**src/rtl/fsm_update_buffered.sv**
```systemverilog
// fsm_update_buffered: job FSM whose intermediate and final results are queued
// in a FIFO and drained to the consumer only while almfull is low.
module fsm_update_buffered #(
    parameter int DATA_W = 32,
    parameter int DEPTH  = 4,
    parameter int CNT_W  = $clog2(DEPTH + 1)
) (
    input  logic              clk,
    input  logic              reset_n,
    input  logic              start,
    input  logic              finish,
    input  logic              almfull,
    input  logic              result_valid,
    input  logic [DATA_W-1:0] result_data,
    input  logic [DATA_W-1:0] final_data,
    output logic              valid,
    output logic [DATA_W-1:0] data,
    output logic              last,
    output logic              busy,
    output logic              overflow,
    output logic [CNT_W-1:0]  count
);
    localparam int PTR_W = $clog2(DEPTH);
    localparam logic [1:0] IDLE = 2'd0, WORK = 2'd1, FINAL = 2'd2, DRAIN = 2'd3;
    logic [1:0]        state, state_nxt;
    logic [DATA_W:0]   mem [DEPTH];
    logic [PTR_W-1:0]  wr_ptr, rd_ptr;
    logic [DATA_W:0]   head;
    logic              pop, space, push_int, push_fin, push, drop;
    assign head     = mem[rd_ptr];
    assign pop      = !almfull && count != '0;
    // a pop in the same cycle frees the slot the push needs
    assign space    = count < CNT_W'(DEPTH) || pop;
    assign push_int = state == WORK && result_valid && space;
    assign drop     = state == WORK && result_valid && !space;
    assign push_fin = state == FINAL && space;
    assign push     = push_int || push_fin;
    assign busy     = state != IDLE;
    assign state_nxt = (state == IDLE && start)                 ? WORK  :
                       (state == WORK && finish)                ? FINAL :
                       push_fin                                 ? DRAIN :
                       (state == DRAIN && pop && head[DATA_W])  ? IDLE  : state;
    always_ff @(posedge clk) begin
        if (push) mem[wr_ptr] <= {push_fin, push_fin ? final_data : result_data};
    end
    always_ff @(posedge clk or negedge reset_n) begin
        if (!reset_n) begin
            state    <= IDLE;
            wr_ptr   <= '0;
            rd_ptr   <= '0;
            count    <= '0;
            valid    <= 1'b0;
            last     <= 1'b0;
            data     <= '0;
            overflow <= 1'b0;
        end else begin
            state    <= state_nxt;
            wr_ptr   <= push ? wr_ptr + PTR_W'(1) : wr_ptr;
            rd_ptr   <= pop ? rd_ptr + PTR_W'(1) : rd_ptr;
            count    <= count + CNT_W'(push) - CNT_W'(pop);
            valid    <= pop;
            last     <= pop && head[DATA_W];
            data     <= pop ? head[DATA_W-1:0] : data;
            overflow <= (state == IDLE && start) ? 1'b0 : overflow || drop;
        end
    end
endmodule
```
**config.mk**
```make
export PLATFORM = sky130hd
export DESIGN_NAME = fsm_update_buffered
export DESIGN_NICKNAME = d
export VERILOG_FILES = /design/src/rtl/fsm_update_buffered.sv
export SDC_FILE = /design/constraint.sdc
export NUM_CORES = 1
export LEC_CHECK = 0
export BUFFER_PORTS_ARGS = -buffer_cell sky130_fd_sc_hd__buf_2
export CAP_MARGIN = 20
export CORE_MARGIN = 8
export CORE_UTILIZATION = 51
export CTS_CLUSTER_DIAMETER = 150
export DETAILED_ROUTE_END_ITERATION = 12
export PLACE_DENSITY = 0.85
export SLEW_MARGIN = 10
export SYNTH_ARGS = -nofsm -noshare
export SYNTH_HDL_FRONTEND = slang
export SYNTH_SLANG_ARGS = --single-unit
```
**constraint.sdc**
```tcl
create_clock -name clk -period 2.15 [get_ports clk]
set_clock_uncertainty 0.05 [all_clocks]
set_input_delay 0.43 -clock clk [delete_from_list [all_inputs] [get_ports clk]]
set_output_delay 0.43 -clock clk [all_outputs]
set_load 0.03 [all_outputs]
```
# Word level (Yosys, flattened, before mapping)
# Memories as Yosys holds them, arrays and structs flattened.
# Cells that the tools add are included.
# totals
regBits	44
latchBits	0
ramBits	132
romBits	0
output_inout_bits	39
wordCells	44
n_memories	1
# op_classes
add_sub_neg	4
multipliers	0
n_div	0
order_cmp	1
n_eq_ne	3
shifts	0
mux	8
n_bitwise	0
reduce_logical	19
# mem_list
memory	depth	word_bits	read_ports	rd_ports_with_merged_regs	write_ports	line_no	text
mem	4	33	1	0	1	26	logic [DATA_W:0] mem [DEPTH];
# ops
cell	count
32-bit two-way mux	1
1-bit logical AND	10
2-bit two-way mux	4
2-bit by 1-bit adder with 2-bit output, second input constant	2
2-bit == test, second input constant	2
4-bit nonzero test	1
3-bit by 1-bit adder with 3-bit output	1
1-bit logical OR	3
3-bit less-than comparator, second input constant	1
1-bit two-way mux	3
3-bit nonzero test	1
3-bit by 1-bit subtractor with 3-bit output	1
2-bit by 1-bit == test with 1-bit output, second input constant	1
1-bit zero test	2
2-bit zero test	1
2-bit nonzero test	1

# Depth between registers and ports, before layout
# Gate-level depths: netlist of the first run.
# logic_depth
ltp_word	8
ltp_mapped	10
depth_no_buf	9

# Least setup slack after synthesis of the first run
# No wires, ideal clock.
# synth_path
path_type	reg-to-reg
start	register count[2]
end	register count[2]
setup_ps	135
arrival_ps	2335
t_required_ps	1965
path_slack_ps	-371
path_stages_with_launch	10
path_buffers	1
synth_period_minus_slack_ps	2521
cell_sequence	dfrtp_1 > nor3_1 > nor2_2 > buf_2 > ha_1 > inv_1 > ha_1 > fa_1 > xor2_1 > xnor2_1
# synth_via
elab_chain_cells	7
elab_cells_between_ends	9
# synth_rtl
element	line_no	text
start, declared	21	output logic [CNT_W-1:0] count
start signal, assigned	60	count <= count + CNT_W'(push) - CNT_W'(pop);
3-bit nonzero test *	31	assign pop = !almfull && count != '0;
1-bit logical AND *	31	
via pop	29	logic pop, space, push_int, push_fin, push, drop;
1-bit logical OR	33	assign space = count < CNT_W'(DEPTH) || pop;
1-bit logical AND, on equally long branches	34, 36	
1-bit logical OR	37	assign push = push_int || push_fin;
3-bit by 1-bit adder with 3-bit output	60	
3-bit by 1-bit subtractor with 3-bit output *	60	
# The timed path passes the listed nets; every way through them passes the cells marked *.
# A chain may end at the register's enable or synchronous reset.

# Worst setup path after layout of the first run
# layout_path
start	register state[1]
end	register count[2]
# layout_via
elab_chain_cells	6
elab_cells_between_ends	8
# layout_rtl
element	line_no	text
start, declared	25	logic [1:0] state, state_nxt;
start signal, assigned	57	state <= state_nxt;
2-bit by 1-bit == test with 1-bit output	34	assign push_int = state == WORK && result_valid && space;
1-bit logical AND (2 in a row)	34	
1-bit logical OR *	37	
3-bit by 1-bit adder with 3-bit output *	60	
3-bit by 1-bit subtractor with 3-bit output *	60	
# Every way passes the cells marked *; elsewhere a longest branch is shown, timed or not.

==> results of run 1 <==
[area by class of cell]
type                            instances  area, sq um  share of cell area
Sequential cell                       176         5070               0.593
Clock inverter                         13          186              0.0218
Timing Repair Buffer                  132          748              0.0875
Multi-Input combinational cell        134         1850               0.216
Tap cell                              180          225              0.0263
Clock buffer                           19          443              0.0518
Inverter                                8         30.0             0.00351
[registers in the layout, indices dropped and copies added, names as in the netlist, 2 cells and up]
name	flops
state	2
data	32
count	3
wr_ptr	2
mem	132
rd_ptr	2
[layer usage]
metal,up-vias,wire [um]
met2,99,7080
met5,-,0
met3,24,595
met4,0,263
li1,1600,-
met1,1816,5630
[layout by cell type (no fill, tap or decap), types with 2 or more instances in the layout]
cell type                   synthesis  layout
sky130_fd_sc_hd__inv_2              0       2
sky130_fd_sc_hd__bufinv_16          0       4
sky130_fd_sc_hd__edfxtp_1         132     132
sky130_fd_sc_hd__mux2_2            65      65
sky130_fd_sc_hd__ha_1               6       4
sky130_fd_sc_hd__xnor2_1            2       2
sky130_fd_sc_hd__inv_1              8       6
sky130_fd_sc_hd__inv_6              0       2
sky130_fd_sc_hd__clkinv_4           0       3
sky130_fd_sc_hd__xor2_1             3       3
sky130_fd_sc_hd__buf_12             0       2
sky130_fd_sc_hd__clkbuf_16          0      17
sky130_fd_sc_hd__a21oi_1            2       2
sky130_fd_sc_hd__and2_2             1       5
sky130_fd_sc_hd__dfrtp_1           44      39
sky130_fd_sc_hd__buf_2              7     108
sky130_fd_sc_hd__o21ai_0            2       2
sky130_fd_sc_hd__dfrtp_2            0       5
sky130_fd_sc_hd__nor2b_1            2       2
sky130_fd_sc_hd__buf_4              0      21
sky130_fd_sc_hd__clkinv_2           0       3
sky130_fd_sc_hd__ha_4               0       2
sky130_fd_sc_hd__mux4_2            29      29
sky130_fd_sc_hd__mux4_1             4       4
[logic make-up after synthesis]
kind of cell	Yosys count	synth area share
adder cells (fa/ha/maj)	7	0.0136
multiplexers	98	0.212
buffers and inverters	24	0.0216
flip-flops	176	0.722
AO/OA/AOI/OAI	7	0.00767
AND/OR/NAND/NOR	17	0.0166
XOR/XNOR	5	0.00624
[path summary, 6_finish.rpt]
| path | endpoint | slack, ps | cells past startpoint |
|---|---|---|---|
| worst min register to register | data[24] | 450 | 1 |
| min in group asynchronous | data[24] | 480 | 2 |
| worst min-delay path | state[0] | 160 | 2 |
| max in group asynchronous | count[2] | 980 | 3 |
| worst max-delay path | count[2] | 60 | 9 |
| worst max register to register | count[2] | 60 | 9 |
[power breakdown]
part | internal, mW | leakage, nW | total (mW) | switching, mW
combinational | 1.86 | 1.22 | 4.14 | 2.29
sequential | 4.73 | 1.70 | 5.14 | 0.409
clock | 1.98 | 0.308 | 3.26 | 1.27
[critical path: cells and delay by family (launching register included)]
family	cells	cell delay (ps)
AO/OA/AOI/OAI	1	190
XOR/XNOR	2	300
AND/OR/NAND/NOR	1	200
adder cells (fa/ha/maj)	3	730
buffers and inverters	2	110
flip-flops	1	410
[stage by stage]
step	hold slack [ps]	instance area (sq um)
after floorplan	84.4	7070
after global placement	398	7900
after detailed placement	411	7900
after CTS	126	8540
after global routing	152	8550
final	157	8550
[what timing repair did]
item,4_1_cts,5_1_grt
setup endpoints to repair,0,1
hold endpoints to repair,17,0
gates resized for setup,0,1
buffers inserted,0,1
hold buffers,1,0
==> impl_metrics.yaml, run 1 <==
status:
  status: "finished, final reports clean"
detailed_routing:
  detail_route.first_pass.iterations: 4
  total_number_of_vias: 3539
  post_drt_wl_per_cell_um: 20.5
  totalWireLength_um: 13600
  avgViaCountPerCell: 5.35
  initialDrtViolationCount: 253
  postRouteAntennaNets: 0
  drc: 0
flow_run:
  max-cap-violations: 0
final_layout:
  net_count_final: 546
  layout-drive-gt1-share: 0.575
  fin_util: 0.626
  ant_diodes: 0
  area_growth_pct: 21.9
  layout.cells.non_filler: 662
  layout.filler_cells: 986
pwr:
  ir_worst_vdd_mv: 0.686
  p_leak_nw: 3.23
  power_per_cell_area_nw_per_um2: 1470
  p_total_mw: 12.5
timing:
  hold_viol_final: 0
  maxSlewViolCount: 0
  rsz0062_at_grt: "true"
  layout_setup_ws_ps: 60.4
  layout_min_cycle_time_ps: 2090
  worstMarginPinSlew_ps: 593
  max_clock_freq_mhz: 479
  setup_tns_ps: 0
  max_slew_margin: 0.605
  setup_viol_count_final: 0
  timing.final.crit_share: 0.972
clock_network:
  clk_root_buffer_cell: "sky130_fd_sc_hd__clkbuf_16"
  clkLatencyLatePin_ps: 430
  clock_tree.buffer_depth: 2
  htree_levels: 4
  tritoncts: "yes"
  num_cts_buffers: 17
  clk_transition_reported_paths_ps: 60
  clock_sinks: 176
worst_setup_path:
  crit_start: "state[1]"
  worst-endpoint-arrival_ps: 2350
  cp_max_fo: 4
  reg2reg_launch_point: "state[1]"
  cpMaxStageDelayCell: "sky130_fd_sc_hd__dfrtp_1"
  setup.worst_path.start_class: "flop"
  endpoint_kind: "flop"
  timing.setup.critical_path_class: "reg -> reg"
  crit_path_required_time_ps: 2410
  list_of_cells_traversed_by_the_critical_path: "nand3b_1 -> a21boi_2 -> inv_2 -> ha_4 -> inv_2 -> ha_4 -> fa_2 -> xor2_1 -> xnor2_1"
  critPathMaxStageDelay_ps: 410
global_route:
  grt_util_all_layers: 0.161
  grt_max_degree: 36
  grt_overflow: 0
  use_met3: 0.0429
  initial_antenna_violation_count: 0
  layer_with_the_highest_usage_after_global_routing: "met2"
  grt_use_met1: 0.183
  grt_util_met2: 0.279
  grt_first_pass_wirelength_um: 21600
  grt_pass1_vias: 4101
floorplan:
  die_height_um: 133
  rows: 43
  placeable_area_sq_um: 13700
  total_die_area_sq_um: 17800
  die_width_um: 133
  pin_count: 109
  start_util: 0.513
synth:
  ys_dominant_reg_cell: "sky130_fd_sc_hd__edfxtp_1"
  ys_top_cells_by_area: "sky130_fd_sc_hd__edfxtp_1 57%, sky130_fd_sc_hd__dfrtp_1 16%, sky130_fd_sc_hd__mux2_2 10%"
  postSynthRegisterBits: 176
  synth.lib_cells_used.distinct: 30
  postSynthCellCount: 334
  synth.top_cell.area_share: 0.565
  synth.most_common_cell: "sky130_fd_sc_hd__edfxtp_1"
  synthTopCellsByCount: "132 x sky130_fd_sc_hd__edfxtp_1, 65 x sky130_fd_sc_hd__mux2_2, 44 x sky130_fd_sc_hd__dfrtp_1"
  synth_top_cell_by_area: "sky130_fd_sc_hd__edfxtp_1"
  synth.avg_cell_area_sq_um: 21.0
  synth_seq_area_share: 0.722
  synth-async-reset-ratio: 0.250
  number_of_enable_flip_flop_cells_after_synthesis: 132
  synth-warning-count: 0
  syn-cell-area_sq_um: 7020
  mappedNetlistNets: 411
place:
  buffer_ports.inserted: 108
  dp_slack_ps: 9.81
  place.detailed.instances: 628
  finalWeightedCongestion: 0.780
  post-dp-hpwl_um: 8790
hold_path:
  worst_hold_path_type: "in -> reg"
  worstHoldStart: "finish"
Note: power is estimated with default switching activity, not from simulation.
==> inputs of run 2 (changes only) <==
--- a/config.mk
+++ b/config.mk
@@ -8,10 +8,11 @@
 export BUFFER_PORTS_ARGS = -buffer_cell sky130_fd_sc_hd__buf_2
 export CAP_MARGIN = 20
 export CORE_MARGIN = 8
-export CORE_UTILIZATION = 51
+export CORE_UTILIZATION = 31
+export CTS_BUF_LIST = sky130_fd_sc_hd__clkbuf_8
 export CTS_CLUSTER_DIAMETER = 150
 export DETAILED_ROUTE_END_ITERATION = 12
-export PLACE_DENSITY = 0.85
+export PLACE_DENSITY = 0.6
 export SLEW_MARGIN = 10
 export SYNTH_ARGS = -nofsm -noshare
 export SYNTH_HDL_FRONTEND = slang
==> run 2 against run 1 <==
Net effect:
- core utilization decreased by 25 points
- die area increased by 56%
- cell count increased by 16%
- non-clock buffer count shrank 2
- maximum frequency down 0.17%
- largest power group unchanged
- first-iteration DRC count fell by 51%
- highest routed layer unchanged
- wire length up 2.9%
- clock power fell by 33%
- critical endpoint unchanged
- cell area fell by 0.66%
- sequential share of layout area grew 0.39 points
- sequential power down 2%
==> impl_metrics.yaml, run 2 (synthesis gave the netlist of run 1 again) <==
floorplan:
  total_die_area_sq_um: 27700
  pin_count: 109
  start_util: 0.313
  rows: 55
  die_height_um: 166
  placeable_area_sq_um: 22400
  die_width_um: 166
pwr:
  intPower_mw: 7.66
  p_clk_frac: 0.189
  p_leak_nw: 3.14
  switching_power_mw: 3.88
  power_per_cell_area_nw_per_um2: 1360
  switching_share: 0.336
  p_total_mw: 11.5
  ir_worst_vdd_mv: 0.421
  pwr-share-seq: 0.439
  combPwrFrac: 0.372
clock_network:
  tritoncts: "yes"
  num_cts_buffers: 17
  clock_sinks: 176
  clkLatencyLatePin_ps: 440
  clk_transition_reported_paths_ps: 100
  clock_tree.buffer_depth: 2
  clk_root_buffer_cell: "sky130_fd_sc_hd__clkbuf_8"
  htree_levels: 4
detailed_routing:
  postRouteAntennaNets: 0
  post_drt_wl_per_cell_um: 18.3
  detail_route.first_pass.iterations: 4
  avgViaCountPerCell: 4.57
  totalWireLength_um: 14000
  drc: 0
  initialDrtViolationCount: 125
  total_number_of_vias: 3494
global_route:
  grt_util_met2: 0.183
  grt_pass1_vias: 3998
  grt_overflow: 0
  initial_antenna_violation_count: 0
  grt_max_degree: 45
  layer_with_the_highest_usage_after_global_routing: "met2"
  grt_util_all_layers: 0.106
  grt_first_pass_wirelength_um: 22400
  use_met3: 0.0340
  grt_use_met1: 0.127
timing:
  hold_viol_final: 0
  maxSlewViolCount: 0
  layout_min_cycle_time_ps: 2090
  worstMarginPinSlew_ps: 660
  setup_viol_count_final: 0
  max_slew_margin: 0.560
  timing.final.crit_share: 0.974
  max_clock_freq_mhz: 478
  rsz0062_at_grt: "true"
worst_setup_path:
  timing.setup.critical_path_class: "reg -> reg"
  cp_max_fo: 5
  worst-endpoint-arrival_ps: 2400
  reg2reg_depth: 9
  endpoint_kind: "flop"
  crit_path_required_time_ps: 2460
  setup.worst_path.start_class: "flop"
final_layout:
  layout.cells.most_common_list: "132 x sky130_fd_sc_hd__edfxtp_1, 108 x sky130_fd_sc_hd__buf_2, 65 x sky130_fd_sc_hd__mux2_2"
  layout-drive-gt1-share: 0.571
  ant_diodes: 0
  area_growth_pct: 21.1
  largest_registers: "mem (132), data (32), count (3)"
  largest_register_ffs: 132
  fin_util: 0.379
  largest_register: "mem"
  net_count_final: 544
  layout.cells.non_filler: 765
  layout_commonest_cell: "sky130_fd_sc_hd__edfxtp_1"
flow_run:
  max-cap-violations: 0
place:
  place.detailed.instances: 732
  buffer_ports.inserted: 108
  post-dp-hpwl_um: 9330
  finalWeightedCongestion: 0.661
status:
  status: "finished, final reports clean"
hold_path:
  worst_hold_path_type: "in -> async"
run 2: cell count changes in the layout (fill, tap and decap cells not counted):
cell	change
sky130_fd_sc_hd__clkinvlp_4	+1
sky130_fd_sc_hd__buf_12	+6
sky130_fd_sc_hd__buf_4	-7
sky130_fd_sc_hd__inv_6	+1
sky130_fd_sc_hd__bufinv_16	-3
sky130_fd_sc_hd__clkbuf_8	+19
sky130_fd_sc_hd__dlygate4sd3_1	-1
sky130_fd_sc_hd__inv_1	+3
sky130_fd_sc_hd__clkbuf_1	-1
sky130_fd_sc_hd__clkbuf_16	-17
sky130_fd_sc_hd__clkinv_2	-3
run 2: what timing repair did:
| action | CTS | global route |
|---|---|---|
| endpoints found under the setup margin | 1 | 1 |
| hold buffers | 0 | 0 |
| resized for setup | 0 | 1 |
| setup buffers | 1 | 0 |
| pin swaps | 3 | 0 |
run 2: final cells by class:
class | count | area, sq um
repair buffers | 130 | 806
fillers | 2061 | 13900
clock buffers | 20 | 275
well taps | 285 | 357
multi-input cells | 134 | 1850
inverters | 8 | 30.0
flip-flops and latches | 176 | 5070
clock inverters | 12 | 109
run 2: worst paths after layout:
kind | start | end | slack, ps
setup / recovery | state[1] | count[2] | 60
hold reg to reg | data[21] | data[21] | 460
setup reg to reg | state[1] | count[2] | 60
max in group asynchronous | reset_n | rd_ptr[1] | 1510
hold / removal | reset_n | data[22] | 40
min in group clk | finish | state[0] | 140
run 2: worst max-delay path: stages, from the launching register on:
cell and delay (ps):
sky130_fd_sc_hd__dfrtp_1 430, sky130_fd_sc_hd__nand3b_1 190, sky130_fd_sc_hd__a21boi_2 190, sky130_fd_sc_hd__inv_2 60, sky130_fd_sc_hd__ha_4 250, sky130_fd_sc_hd__inv_2 30, sky130_fd_sc_hd__ha_4 140, sky130_fd_sc_hd__fa_2 330
sky130_fd_sc_hd__xor2_1 200, sky130_fd_sc_hd__xnor2_1 160
run 2: per-stage QoR:
step           worst slack, ps  cell area [sq um]  hold WS [ps]  TNS [ps]
6_report                  56.9               8500          42.3         0
5_1_grt                  -53.7               8500          64.2     -53.7
4_1_cts                   8.23               8490          43.1         0
3_5_place_dp             -66.7               8100           441     -66.7
3_3_place_gp              47.0               8100           434         0
2_1_floorplan            -84.6               7070          84.4     -84.6
run 2: power by group through the flow:
stage	combinational, mW	clock [mW]	sequential (mW)
after floorplan	2.38	0	5.78
after global placement	4.29	0	5.10
after detailed placement	4.41	0	5.15
after CTS	4.43	2.27	5.08
after global routing	4.67	2.38	5.16
final	4.29	2.18	5.06
run 2: metal layers:
metal	up-vias	routed length, um
met2	78	7250
met5	-	0
met3	10	577
met1	1814	6030
li1	1592	-
met4	0	106
==> inputs of run 3 (changes only) <==
--- a/config.mk
+++ b/config.mk
@@ -12,7 +12,7 @@
 export CTS_BUF_LIST = sky130_fd_sc_hd__clkbuf_8
 export CTS_CLUSTER_DIAMETER = 150
 export DETAILED_ROUTE_END_ITERATION = 12
-export PLACE_DENSITY = 0.6
+export PLACE_DENSITY = 0.61
 export SLEW_MARGIN = 10
 export SYNTH_ARGS = -nofsm -noshare
 export SYNTH_HDL_FRONTEND = slang
==> run 3 against run 2 <==
Net effect:
- critical path depth stayed put
- die area stayed put
- cell area hardly changed
- global-route usage is 0.46 points higher
- setup slack worse by 20 ps
- flip-flop and latch count stayed put
- maximum frequency is 0.93% lower
- sequential share of layout area hardly changed
- first-iteration DRC count is 41% higher
- cell count stayed put
- clock-buffer cell count is 3 lower
- via count is 0.89% higher
==> impl_metrics.yaml, run 3 (synthesis gave the netlist of run 1 again) <==
hold_path:
  worstHoldStart: "finish"
  worst_hold_path_type: "in -> reg"
  hold-path-cell-count: 2
  worstHoldEndpoint: "state[0]"
detailed_routing:
  detail_route.first_pass.iterations: 5
  postRouteAntennaNets: 0
  avgViaCountPerCell: 4.61
  totalWireLength_um: 14900
  drc: 0
  initialDrtViolationCount: 176
  post_drt_wl_per_cell_um: 19.5
  total_number_of_vias: 3525
global_route:
  grt_overflow: 0
  grt_first_pass_wirelength_um: 23100
  layer_with_the_highest_usage_after_global_routing: "met2"
  grt_use_met1: 0.132
  use_met3: 0.0340
  grt_max_degree: 36
  grt_util_all_layers: 0.110
  grt_util_met2: 0.188
  initial_antenna_violation_count: 0
  grt_pass1_vias: 4018
pwr:
  pwr-share-seq: 0.443
  power_per_cell_area_nw_per_um2: 1370
  ir_worst_vdd_mv: 0.585
  switching_share: 0.340
  p_total_mw: 11.6
  combPwrFrac: 0.366
  p_clk_frac: 0.191
  intPower_mw: 7.67
  p_leak_nw: 3.13
  switching_power_mw: 3.96
worst_setup_path:
  critical_path.reg2reg.endpoint: "count[2]"
  cpMaxStageDelayCell: "sky130_fd_sc_hd__dfrtp_1"
  reg2reg_depth: 9
  crit_path_required_time_ps: 2440
  cp_max_fo: 5
  endpoint_kind: "flop"
  reg2reg_launch_point: "state[1]"
  crit_start: "state[1]"
  timing.setup.critical_path_class: "reg -> reg"
  list_of_cells_traversed_by_the_critical_path: "nand3b_1 -> a21boi_2 -> inv_2 -> ha_4 -> inv_2 -> ha_4 -> fa_2 -> xor2_1 -> xnor2_1"
  setup.worst_path.start_class: "flop"
  critPathMaxStageDelay_ps: 430
  timing.reg2reg.setup_slack_ps: 40
  worst-endpoint-arrival_ps: 2400
final_layout:
  largest_registers: "mem (132), data (32), count (3)"
  layout.cells.most_common_list: "132 x sky130_fd_sc_hd__edfxtp_1, 108 x sky130_fd_sc_hd__buf_2, 65 x sky130_fd_sc_hd__mux2_2"
  fin_util: 0.379
  largest_register_ffs: 132
  layout_commonest_cell: "sky130_fd_sc_hd__edfxtp_1"
  largest_register: "mem"
  layout-drive-gt1-share: 0.571
  area_growth_pct: 21.1
  ant_diodes: 0
  net_count_final: 544
clock_network:
  clock_tree.buffer_depth: 2
  tritoncts: "yes"
  clkLatencyLatePin_ps: 450
  htree_levels: 4
  post_cts_setup_bufs: 0
  clk_transition_reported_paths_ps: 90
  clk_root_buffer_cell: "sky130_fd_sc_hd__clkbuf_8"
  num_cts_buffers: 17
  clock_sinks: 176
timing:
  max_clock_freq_mhz: 473
  setup_viol_count_final: 0
  maxSlewViolCount: 0
  layout_min_cycle_time_ps: 2110
  worstMarginPinSlew_ps: 592
  hold_viol_final: 0
  timing.final.crit_share: 0.983
  hold-worst-slack_ps: 118
  rsz0062_at_grt: "true"
  max_slew_margin: 0.605
flow_run:
  max-cap-violations: 0
floorplan:
  die_width_um: 166
  die_height_um: 166
  rows: 55
  placeable_area_sq_um: 22400
  pin_count: 109
  start_util: 0.313
  total_die_area_sq_um: 27700
place:
  finalWeightedCongestion: 0.709
  post-dp-hpwl_um: 9710
  buffer_ports.inserted: 108
status:
  status: "finished, final reports clean"
run 3: changes by cell type in the layout (fill, tap and decap cells not counted), sizes merged:
cell,previous run,this run
bufinv,1,2
clkbuf,20,17
clkinv,3,4
buf,130,129
inv,14,13
clkinvlp,2,4
dlygate4sd3,0,1
run 3: worst max path at each step:
stage,endpoint,slack [ps],cells past startpoint
final,count[2],40,9
after global routing,count[2],-100,9
after CTS,count[2],10,9
after detailed placement,count[2],-20,10
after global placement,count[2],50,10
after floorplan,count[2],-80,9
run 3: what timing repair did:
action,in CTS,in global routing
resized for setup,0,1
hold endpoints to repair,17,0
hold buffers,1,0
endpoints found under the setup margin,0,1
run 3: layout make-up:
class / instances / area [sq um]
fill: 2093 / 13900
sequential: 176 / 5070
multi-input combinational: 134 / 1850
timing repair buffer: 130 / 808
tap: 285 / 357
clock buffer: 17 / 234
clock inverter: 15 / 144
inverter: 8 / 30.0
run 3: critical path, delay by kind of cell (launching register included):
kind,cells,cell delay [ps]
AO/OA/AOI/OAI,1,180
XOR/XNOR,2,320
adder cells (fa/ha/maj),3,730
buffers and inverters,2,100
flip-flops,1,430
AND/OR/NAND/NOR,1,190
run 3: per-layer routing:
layer	part of all wire	vias up
met5	0	-
met4	0.010	0
met3	0.055	13
met2	0.51	93
met1	0.43	1831
li1	-	1588
run 3: stage by stage:
step	std cells	TNS, ps	worst slack [ps]	instance area [sq um]
3_5_place_dp	732	-23.8	-23.8	8100
3_3_place_gp	732	0	45.5	8100
2_1_floorplan	334	-84.6	-84.6	7070
4_1_cts	765	0	12.4	8480
5_1_grt	765	-97.0	-97.0	8490
6_report	765	0	37.3	8490
run 3: power by group through the flow:
stage | logic [mW] | registers, mW | clock network (mW)
after floorplan | 2.38 | 5.78 | 0
after global placement | 4.25 | 5.18 | 0
after CTS | 4.38 | 5.17 | 2.30
final | 4.26 | 5.15 | 2.22
after global routing | 4.60 | 5.25 | 2.43
after detailed placement | 4.37 | 5.24 | 0
